[config.mk]
export PLATFORM = sky130hd
export DESIGN_NAME = pc_sequencer_flat
export DESIGN_NICKNAME = d
export VERILOG_FILES = /design/src/rtl/pc_sequencer_if.sv /design/src/rtl/pc_sequencer.sv /design/src/flat_wrapper.sv
export SDC_FILE = /design/constraint.sdc
export NUM_CORES = 1
export LEC_CHECK = 0
export CORE_MARGIN = 5
export CORE_UTILIZATION = 47
export DETAILED_ROUTE_END_ITERATION = 10
export PLACE_DENSITY = 0.73
export SYNTH_ARGS = -nofsm -noshare
export SYNTH_HDL_FRONTEND = slang
export SYNTH_SLANG_ARGS = --single-unit
[constraint.sdc]
create_clock -name clock -period 2.1 [get_ports clock]
set_input_delay 0.42 -clock clock [delete_from_list [all_inputs] [get_ports clock]]
set_output_delay 0.42 -clock clock [all_outputs]
set_load 0.02 [all_outputs]
[src/rtl/pc_sequencer_if.sv]
// Fetch handshake, decode inputs and PC-select outputs shared between the
// sequencer and the surrounding datapath.
interface pc_sequencer_if;
    logic       fetch_req;
    logic       fetch_ack;
    logic       ir_load;
    logic       exec_en;
    logic       stall;
    logic [2:0] br_type;
    logic       zero;
    logic       cond_true;
    logic [1:0] PS;
    logic       halted;
    logic       fault;

    modport master (
        input  fetch_ack, stall, br_type, zero, cond_true,
        output fetch_req, ir_load, exec_en, PS, halted, fault
    );

    modport slave (
        output fetch_ack, stall, br_type, zero, cond_true,
        input  fetch_req, ir_load, exec_en, PS, halted, fault
    );
endinterface

[src/rtl/pc_sequencer.sv]
// Fetch/execute sequencer driving the PC function select (PS) once per instruction.
// Define PCSEQ_STATS_EN to add instr/taken/stall statistics counters.
//
// state   | meaning
// S_IDLE  | one quiet cycle after reset
// S_FETCH | fetch_req high, waiting for fetch_ack (bounded by TIMEOUT)
// S_EXEC  | resolve br_type/flags into PS; held while stall is high
// S_HALT  | halted, left only by reset
// S_FAULT | fetch timeout or reserved br_type, left only by reset
module pc_sequencer #(
    parameter int TIMEOUT = 16,
    parameter int CNT_W   = 32
) (
    input  logic              clock,
    input  logic              reset,
    pc_sequencer_if.master    bus
`ifdef PCSEQ_STATS_EN
    ,
    output logic [CNT_W-1:0]  instr_count,
    output logic [CNT_W-1:0]  taken_count,
    output logic [CNT_W-1:0]  stall_count
`endif
);

    typedef enum logic [2:0] {
        S_IDLE,
        S_FETCH,
        S_EXEC,
        S_HALT,
        S_FAULT
    } state_t;

    localparam logic [7:0] WAIT_LAST = 8'(TIMEOUT - 1);

    state_t     state, state_nxt;
    logic [7:0] wait_cnt, wait_cnt_nxt;

    logic       fetch_req_c, ir_load_c, exec_en_c, halted_c, fault_c;
    logic [1:0] ps_c;
    logic [1:0] ps_branch;

    always_ff @(posedge clock) begin
        if (reset) begin
            state    <= S_IDLE;
            wait_cnt <= '0;
        end else begin
            state    <= state_nxt;
            wait_cnt <= wait_cnt_nxt;
        end
    end

    always_comb begin
        ps_branch = 2'b01;
        case (bus.br_type)
            3'b001:  ps_branch = 2'b11;
            3'b010:  ps_branch = bus.zero      ? 2'b11 : 2'b01;
            3'b011:  ps_branch = bus.zero      ? 2'b01 : 2'b11;
            3'b100:  ps_branch = 2'b10;
            3'b101:  ps_branch = bus.cond_true ? 2'b11 : 2'b01;
            default: ps_branch = 2'b01;
        endcase
    end

    always_comb begin
        state_nxt    = state;
        wait_cnt_nxt = wait_cnt;
        fetch_req_c  = 1'b0;
        ir_load_c    = 1'b0;
        exec_en_c    = 1'b0;
        halted_c     = 1'b0;
        fault_c      = 1'b0;
        ps_c         = 2'b00;

        case (state)
            S_IDLE: begin
                state_nxt    = S_FETCH;
                wait_cnt_nxt = '0;
            end
            S_FETCH: begin
                fetch_req_c = 1'b1;
                if (bus.fetch_ack) begin
                    ir_load_c    = 1'b1;
                    state_nxt    = S_EXEC;
                    wait_cnt_nxt = '0;
                end else if (wait_cnt == WAIT_LAST) begin
                    state_nxt    = S_FAULT;
                    wait_cnt_nxt = '0;
                end else begin
                    wait_cnt_nxt = wait_cnt + 8'd1;
                end
            end
            S_EXEC: begin
                // A stall freezes the decision; flags are re-sampled when it drops.
                if (!bus.stall) begin
                    case (bus.br_type)
                        3'b110:  state_nxt = S_HALT;
                        3'b111:  state_nxt = S_FAULT;
                        default: begin
                            exec_en_c = 1'b1;
                            ps_c      = ps_branch;
                            state_nxt = S_FETCH;
                        end
                    endcase
                end
            end
            S_HALT:  halted_c = 1'b1;
            S_FAULT: fault_c  = 1'b1;
            default: state_nxt = S_IDLE;
        endcase

        // Outputs are forced quiet during reset so the PC cannot move while it is held.
        if (reset) begin
            fetch_req_c = 1'b0;
            ir_load_c   = 1'b0;
            exec_en_c   = 1'b0;
            halted_c    = 1'b0;
            fault_c     = 1'b0;
            ps_c        = 2'b00;
        end
    end

    assign bus.fetch_req = fetch_req_c;
    assign bus.ir_load   = ir_load_c;
    assign bus.exec_en   = exec_en_c;
    assign bus.PS        = ps_c;
    assign bus.halted    = halted_c;
    assign bus.fault     = fault_c;

`ifdef PCSEQ_STATS_EN
    always_ff @(posedge clock) begin
        if (reset) begin
            instr_count <= '0;
            taken_count <= '0;
            stall_count <= '0;
        end else begin
            if (exec_en_c)
                instr_count <= instr_count + CNT_W'(1);
            if (ps_c[1])
                taken_count <= taken_count + CNT_W'(1);
            if (state == S_EXEC && bus.stall)
                stall_count <= stall_count + CNT_W'(1);
        end
    end
`endif

endmodule

[src/flat_wrapper.sv]
// flat-port wrapper written by rule: the top's interface ports become plain ports
module pc_sequencer_flat 
#(
    parameter int TIMEOUT = 16,
    parameter int CNT_W   = 32
)
  (clock, reset, bus_fetch_ack, bus_stall, bus_br_type, bus_zero, bus_cond_true, bus_fetch_req, bus_ir_load, bus_exec_en, bus_PS, bus_halted, bus_fault);
  pc_sequencer_if bus_i ();
  input  logic clock;
  input  logic reset;
  input wire logic [$bits(bus_i.fetch_ack)-1:0] bus_fetch_ack;
  input wire logic [$bits(bus_i.stall)-1:0] bus_stall;
  input wire logic [$bits(bus_i.br_type)-1:0] bus_br_type;
  input wire logic [$bits(bus_i.zero)-1:0] bus_zero;
  input wire logic [$bits(bus_i.cond_true)-1:0] bus_cond_true;
  output wire logic [$bits(bus_i.fetch_req)-1:0] bus_fetch_req;
  output wire logic [$bits(bus_i.ir_load)-1:0] bus_ir_load;
  output wire logic [$bits(bus_i.exec_en)-1:0] bus_exec_en;
  output wire logic [$bits(bus_i.PS)-1:0] bus_PS;
  output wire logic [$bits(bus_i.halted)-1:0] bus_halted;
  output wire logic [$bits(bus_i.fault)-1:0] bus_fault;
  assign bus_i.fetch_ack = bus_fetch_ack;
  assign bus_i.stall = bus_stall;
  assign bus_i.br_type = bus_br_type;
  assign bus_i.zero = bus_zero;
  assign bus_i.cond_true = bus_cond_true;
  assign bus_fetch_req = bus_i.fetch_req;
  assign bus_ir_load = bus_i.ir_load;
  assign bus_exec_en = bus_i.exec_en;
  assign bus_PS = bus_i.PS;
  assign bus_halted = bus_i.halted;
  assign bus_fault = bus_i.fault;
  pc_sequencer #(.TIMEOUT(TIMEOUT), .CNT_W(CNT_W)) u_core (.clock(clock), .reset(reset), .bus(bus_i));
endmodule
==> flow_summary.yaml <==
run_status:
  status: "completed"
logic_synthesis:
  postSynthAreaPerCell_um2: 7.75
  synth_edf_count: 0
  ys_seq_elements: 11
  combined_area_of_all_synthesized_cells_um2: 689
  ys_warn_count: 0
  syn-instance-count: 89
  ys_dominant_reg_cell: "dfxtp_1"
  postSynthNetCount: 99
  synth_cell_type_count: 37
  postSynth.asyncResetShare: 0
  synth_area_leaders: "dfxtp_1, nor2_1, a21oi_1"
  seq_area_frac_synth: 0.319
  synth_top_area_cell: "dfxtp_1"
  yosys.area.top_type_share: 0.319
grt:
  grt_start_max_net_pins: 9
  globalRouteTotalUtil: 0.154
  global_route.usage.met2: 0.233
  groute.layer.met1.usage: 0.204
  grt_util_met3: 0.0642
  overflow: 0
  antenna_found_initial: 0
  grt_most_used_layer: "met2"
  first_pass_grt_wire_length_um: 3000
  first_global_vias: 667
placement:
  half_perimeter_wire_length_after_detailed_placement_um: 1400
  globalplace.congestion: 0.902
  port_buffers: 15
  number_of_placed_instances_taps_included: 132
detailed_routing:
  ant_nets: 0
  drt_pre_antenna_iters: 4
  total_drc_errors_in_the_routed_layout: 0
  vias_per_cell: 5.54
  dr_total_vias: 754
  wire_per_inst_um: 13.7
  finalWirelength_um: 1860
  first_iter_violations: 13
cells_and_area:
  multi_input_area_um2: 444
  antennaDiodeCount: 0
  syn2layout_area_growth_pct: 43.2
  mostFrequentLayoutCells: "buf_4, nor2_1, dfxtp_1, clkdlybuf4s50_1, a21oi_1"
  filler_cell_count_in_the_final_layout: 124
  layout.nets: 132
  final_core_utilization: 0.731
  final-instance-count-excl-fill: 136
  mostFrequentLayoutCell: "buf_4"
  area.sequential_um2: 220
  post_route_cells_drive_above_1_share: 0.256
worst_setup_path:
  cp_slowest_stage_delay_ps: 430
  cp_cell_sequence: "clkdlybuf4s50_1, buf_4, nor4b_2, clkdlybuf4s15_1"
  worst_path_dominant_cell_family: "buffers and inverters"
  path_class: "in -> out"
  cp_max_fo: 3
  critical_path_launch_point_type: "input pin"
  cp-end-kind: "primary output"
  crit_slowest_cell: "clkdlybuf4s50_1"
  critPathBufInv: 3
  worstPathArrival_ps: 1660
  worst_ep_required_time_ps: 1680
power:
  power_leakage_nw: 0.415
  report.power.total_mw: 0.793
  vdd.ir_drop.worst_v: 0.000488
  pwr_density_cell_nw_per_um2: 803
die:
  floorplan.die.height_um: 48.3
  die_area_um2: 2330
  row_count: 13
  placeableCoreArea_um2: 1350
  top_level_ports: 16
  initial_core_util: 0.511
  die_x_um: 48.3
cts:
  number_of_sinks_driven_by_the_clock_tree: 11
  clock_path_buffers: 2
  h-tree-depth: 1
  cts_inserted_buffers: 3
  insertion_delay_ps: 270
  worst_setup_hold_path_clk_slew_ps: 70
  tritoncts: "built"
  root_buffer: "clkbuf_4"
timing:
  final-hold-violation-count: 0
  final.period_utilization: 0.990
  final-max-slew-violation-count: 0
  fin_skew_ps: 2.73
  setup_tns_ps: 0
  max_slew_headroom: 0.665
  setup_viol: 0
  finalWorstPathRequiredPeriod_ps: 2080
  finalHoldWorstSlack_ps: 496
  fmax_mhz: 481
  worstMarginPinSlew_ps: 497
min_path:
  worst_hold_path_type: "reg -> reg"
flow_run:
  max_cap_viol_count: 0
## cells in the mapped netlist (2+ instances only)
cell       n
a21oi_1    6
and3_1     3
buf_2      2
clkbuf_1   2
dfxtp_1   11
inv_1      2
nand2_1    5
nand2b_1   3
nand3_1    5
nand4_1    4
nor2_1    12
nor2b_1    2
nor3_1     2
o21ai_0    4
o21bai_1   2
xnor2_1    2
xor2_1     2
## routing by layer
metal	vias to the layer above	share of wire
met5	-	0
met4	0	0.0075
met3	3	0.056
met2	21	0.43
met1	339	0.51
li1	391	-
## flip-flops by register name, summed over array words and instances, names as in the netlist
| name | flops |
|---|---|
| u_core.state | 3 |
| u_core.wait_cnt | 8 |
## logic make-up (layout without fill, tap and decap cells)
family	count (synthesis)	in the layout	share of synthesized area
AOI/OAI and AO/OA	19	19	0.174
xor gates and xnor gates	4	4	0.0508
adders and majority gates	1	1	0.0181
buffers and inverters	7	39	0.0526
DFF	11	11	0.319
muxes	1	1	0.0145
and+or+nand+nor	46	46	0.370
## area by class of cell
class,instances,area share
Multi-Input combinational cell,71,0.450
Timing Repair Buffer,33,0.274
Sequential cell,11,0.223
Clock buffer,4,0.0266
Tap cell,15,0.0190
Inverter,2,0.00760
## worst register-to-register path: cells and delay by family, from the launching register on
kind | cells | cell delay [ps]
adders and majority gates | 1 | 240
and+or+nand+nor | 2 | 590
AOI/OAI and AO/OA | 2 | 460
DFF | 1 | 340
## stage by stage
step / setup slack (ps) / cell area, um^2
floorplan: 258 / 689
global placement: -311 / 965
detailed placement: -350 / 965
CTS: 0.229 / 992
global route: -35.4 / 987
finish: 21.3 / 987
## repair_timing
item | 4_1_cts | 5_1_grt
endpoints found under the setup margin | 7 | 5
hold buffers | 0 | 0
setup buffers | 0 | 0
resized for setup | 14 | 8
## final timing paths
| check | from | endpoint | slack (ps) | cells past startpoint |
|---|---|---|---|---|
| max | reset | bus_fault | 20 | 4 |
| min | u_core.wait_cnt[2] | u_core.wait_cnt[2] | 500 | 2 |
| max reg2reg | u_core.wait_cnt[0] | u_core.wait_cnt[7] | 410 | 5 |
| min reg2reg | u_core.wait_cnt[2] | u_core.wait_cnt[2] | 500 | 2 |
## where the power goes
group / total (mW) / internal (mW) / switching (mW)
clock network: 0.147 / 0.0737 / 0.0728
logic: 0.384 / 0.192 / 0.191
registers: 0.263 / 0.233 / 0.0298
Note: power is estimated with default switching activity, not from simulation.
==> patch 1: new RTL, config.mk and constraints unchanged <==
`TIMEOUT` is set to 16 in 2 places; all go to 8.
--- a/src/rtl/pc_sequencer.sv
+++ b/src/rtl/pc_sequencer.sv
@@ -9,5 +9,5 @@
 // S_FAULT | fetch timeout or reserved br_type, left only by reset
 module pc_sequencer #(
-    parameter int TIMEOUT = 16,
+    parameter int TIMEOUT = 8,
     parameter int CNT_W   = 32
 ) (
--- a/src/flat_wrapper.sv
+++ b/src/flat_wrapper.sv
@@ -2,5 +2,5 @@
 module pc_sequencer_flat 
 #(
-    parameter int TIMEOUT = 16,
+    parameter int TIMEOUT = 8,
     parameter int CNT_W   = 32
 )
Formal check against the unedited RTL: not equivalent (a bounded check fails within 10 cycles, from zero or initial values and one cycle with reset high).
==> patch 1 against the unedited design <==
- via count down 1.7%
- non-clock buffer count shrank 5
- wire length decreased by 6.3%
- register-to-register slack gained 0.23 ns
- setup slack worse by 0.0022 ns
- highest routed layer unchanged
- fmax decreased by 0.11%
- first-iteration DRC count shrank 7.7%
- sequential cell count did not move
- area after synthesis down 0.18%
- die area is 0.14% lower
- final area is 4.4% lower
- count of clock-buffer cells in the layout did not move
Power is not compared: it rests on default switching activity, and its combinational part moved more than twofold at a synthesized area within 25%.
==> patch 1: results (changes against the unedited design) <==
[grt]
grt_usage_pct = 19.3  ; +3.9 points
grt_pass1_vias = 749  ; +12%
use_met1_pct = 20.5  ; +0.16 points
grt_use_met2_pct = 34.9  ; +12 points
grt_max_degree = 10  ; +1
grt_pass1_wl_mm = 3.10  ; +3.2%
met3_usage_pct = 6.27  ; -0.15 points

[final_layout]
reg.largest.list = u_core.wait_cnt: 8 flops, u_core.state: 3 flops
finalNonFillerCells = 135  ; -0.74%
finish.utilization_pct = 69.9  ; -3.2 points
drive_above_1_share_pct = 20.8  ; -4.8 points
nFillCells = 123  ; -0.81%
fin_nets = 131  ; -0.76%

[power_and_ir_drop]
ir_drop_mv = 0.285
p_clk_share_pct = 32.1
p_comb_share_pct = 19.7
p_per_area_nw_per_um2 = 487

[synth]
synthTopCellsByArea = dfxtp_1 (32%), o21ai_0 (6.5%), nand2_1 (6.5%), nor2_1 (6.5%), a21oi_1 (5.8%)
ys_seq_area_share_pct = 32.0  ; +0.058 points
synth_mux_area_share_pct = 0  ; -1.5 points
synth_cells = 90  ; +1.1%
synthAdderAreaFrac_pct = 1.82  ; +0.0033 points
synthXorXnorAreaFrac_pct = 5.09  ; +0.0092 points
synth_cell_types = 30  ; -19%
async_flop_share_pct = 0  ; unchanged
yosysWarningCount = 0  ; unchanged
synth-compound-area-share_pct = 19.8  ; +2.4 points
syn-num-nets = 100  ; +1.0%
yosys-top-cells-count = nand2_1 (12), nor2_1 (12), dfxtp_1 (11)

[critical_path]
max_stage_delay_ns = 0.41  ; -0.02 ns
crit_path_end = bus_PS[1]
worstReg2RegEnd = u_core.wait_cnt[3]$_SDFFE_PP0P_
worst_ep_arrival_time_ns = 1.66  ; about the same
path_max_fanout = 2  ; -1
cp-startpoint = reset
rrSetupSlack_ns = 0.64  ; +0.23 ns

[clocking]
root_buffer = clkbuf_4
numCtsBuffers = 3  ; unchanged

[placement]
hpwl_mm = 1.42  ; +1.5%
dp_slack_ns = -0.373  ; -0.0230 ns
placedCellCount = 131  ; -0.76%
place.gp.congestion = 0.790  ; -12%
port_buffers = 15  ; unchanged
placed_area_sq_um = 932  ; -3.4%

[detailed_routing]
wl_met1_microns = 721  ; -24%
met3_length_microns = 58  ; -45%
firstDrtPassIters = 4  ; unchanged
wl_per_cell_microns = 12.9  ; -5.6%
drt-initial-drc-count = 12  ; -1
vias = 741  ; -1.7%
met2_length_microns = 954  ; +19%

[timing]
period_needed_ns = 2.08  ; +0.00222 ns
skew_ns = 0.00211  ; -0.000622 ns
whs_ns = 0.488  ; -0.00830 ns
worst_pin_slew_ns = 0.473  ; -0.0244 ns

[worst_hold_path]
min_from = u_core.wait_cnt[7]$_SDFFE_PP0P_
hold_end = u_core.wait_cnt[7]$_SDFFE_PP0P_

[outcome]
status = finished, final reports clean

==> patch 1: cell types whose count changed after synthesis, moves of 2 or more <==
cell and change:
nand4_1 -2, nor4_1 +3, a21oi_1 +2, buf_2 -2
clkbuf_1 -2, nand3_1 -2, nand2_1 +7, o21bai_1 -2
o21ai_0 +5, o21a_1 +2
==> patch 1: repair_timing <==
| action | in CTS | in global routing |
|---|---|---|
| buffers inserted | 0 | 0 |
| pin swaps | 0 | 0 |
| endpoints found under the setup margin | 7 | 5 |
| resized for setup | 14 | 6 |
==> patch 1: layout make-up <==
class / instances / share of cell area, %
Clock buffer: 4 / 2.79
Multi-Input combinational cell: 75 / 46.4
Inverter: 2 / 0.796
Sequential cell: 11 / 23.3
Timing Repair Buffer: 28 / 24.7
Tap cell: 15 / 1.99
==> patch 1: worst max-delay path, delay by kind of cell <==
family / cells / cell delay, ns
and+or+nand+nor: 2 / 0.26
buffers and inverters: 2 / 0.66
AOI/OAI and AO/OA: 2 / 0.31
==> patch 2: new RTL, same settings <==
Without the edit above. Compare `wait_cnt` against `WAIT_LAST` with >= in place of ==.
--- a/src/rtl/pc_sequencer.sv
+++ b/src/rtl/pc_sequencer.sv
@@ -83,5 +83,5 @@
                     state_nxt    = S_EXEC;
                     wait_cnt_nxt = '0;
-                end else if (wait_cnt == WAIT_LAST) begin
+                end else if (wait_cnt >= WAIT_LAST) begin
                     state_nxt    = S_FAULT;
                     wait_cnt_nxt = '0;
Function: same outputs for any inputs over 10 cycles, from zero or initial values and one cycle with reset high; that may be too few to reach the edited logic, so the function may still have changed.
==> patch 2 against the unedited design <==
- setup slack got worse by 0.0072 ns
- register-to-register slack improved by 0.41 ns
- area after synthesis fell by 10%
- non-clock buffer count fell by 2
- total power fell by 7.9%
- sequential cell count did not move
- final area fell by 8.7%
- wire length fell by 21%
- clock power fell by 3%
==> patch 2: results (changes against the unedited design) <==
[synth]
synth-compound-area-share_pct = 16.0  ; -1.5 points
syn-num-nets = 85  ; -14%
synthTopCellsByArea = dfxtp_1 (36%), nor2_1 (5.5%), nand2_1 (4.8%), and3_1 (4.0%), nand2b_1 (3.0%)
syn_area_per_cell_sq_um = 8.26  ; +6.6%
synth_cell_types = 31  ; -16%
ys.flop_type = dfxtp_1
yosys-top-cells-count = dfxtp_1 (11), nor2_1 (9), nand2_1 (8)
synthAdderAreaFrac_pct = 2.02  ; +0.21 points
ys_seq_area_share_pct = 35.6  ; +3.6 points
synthXorXnorAreaFrac_pct = 5.66  ; +0.57 points
yosysWarningCount = 0  ; unchanged
netlist_area_sq_um = 619  ; -10%
synth_mux_area_share_pct = 1.62  ; +0.16 points

[power_and_ir_drop]
finalPower_mw = 0.731  ; -7.9%
p_leak_nw = 0.413  ; -0.51%
p_comb_share_pct = 43.2  ; -5.2 points
ir_drop_mv = 0.505  ; +3.7%
internal_power_mw = 0.465  ; -6.8%
seq-power_mw = 0.272  ; +3%

[detailed_routing]
met3_length_microns = 86  ; -18%
wl_per_cell_microns = 12.0  ; -13%
via_per_inst = 5.39  ; -2.8%
wl_met1_microns = 695  ; -26%
drt-initial-drc-count = 13  ; unchanged
met2_length_microns = 652  ; -18%

[outcome]
status = finished, final reports clean

[critical_path]
path_max_fanout = 2  ; -1
r2r_start = u_core.state[0]$_SDFFE_PP0P_
rrSetupSlack_ns = 0.82  ; +0.41 ns
worstReg2RegEnd = u_core.state[0]$_SDFFE_PP0P_
slowest_stage = clkdlybuf4s50_1

[final_layout]
drive_above_1_share_pct = 26.9  ; +1.2 points
finalNonFillerCells = 123  ; -9.6%
multi_input_gates = 58  ; -18%
layout.area.seq_sq_um = 220  ; unchanged
buffers_excl_clock = 31  ; -6.1%
multi_input_area_sq_um = 365  ; -18%
clock_area_share_pct = 2.92  ; +0.26 points
nFillCells = 128  ; +3.2%
buffer_area_share_pct = 28.3  ; +0.96 points
multi_input_area_share_pct = 40.6  ; -4.4 points
n_all_inverters = 4  ; +2

[clocking]
ctsResizeCount = 13  ; -1

[placement]
placedCellCount = 119  ; -9.8%
hpwl_mm = 1.17  ; -16%
placed_area_sq_um = 890  ; -7.8%
dp_slack_ns = -0.328  ; +0.0222 ns
place.gp.congestion = 0.880  ; -2.4%

[worst_hold_path]
min_from = u_core.wait_cnt[7]$_SDFFE_PP0P_
hold_depth = 2  ; unchanged
hold_end = u_core.wait_cnt[7]$_SDFFE_PP0P_

[grt]
grt_usage_pct = 15.9  ; +0.50 points
grt_pass1_vias = 584  ; -12%
met3_usage_pct = 3.52  ; -2.9 points
grt_pass1_wl_mm = 2.44  ; -19%
use_met1_pct = 19.7  ; -0.69 points
grt_use_met2_pct = 24.2  ; +0.91 points

[timing]
skew_ns = 0.00123  ; -0.00150 ns
relSlewSlack_pct = 80.1  ; +14 points
whs_ns = 0.495  ; -0.00153 ns

-- patch 2: cell types whose count changed in the layout (fill, tap and decap cells not counted), moves of 2 or more --
cell / delta
a21oi_1: -3
nand2_1: +3
nand3_1: -3
buf_4: -2
clkdlybuf4s15_1: -2
dlygate4sd2_1: +2
nor2_1: -2
nor4b_2: -2
-- patch 2: worst register-to-register path, cell delays in order, from the launching register on --
cell      delay [ns]
dfxtp_1         0.37
nor2_1          0.07
buf_4           0.13
or3b_1          0.35
o221ai_2        0.10
mux2i_1         0.19
-- patch 2: worst max-delay path by stage --
stage,start,end,slack (ns),cells past startpoint
final,reset,bus_PS[1],0.01,6
after global routing,reset,bus_PS[1],-0.07,6
after CTS,reset,bus_PS[1],0.005,6
after detailed placement,reset,bus_PS[1],-0.33,6
after global placement,reset,bus_PS[1],-0.32,6
after floorplan,u_core.state[1]$_SDFFE_PP0P_,bus_ir_load,0.52,4
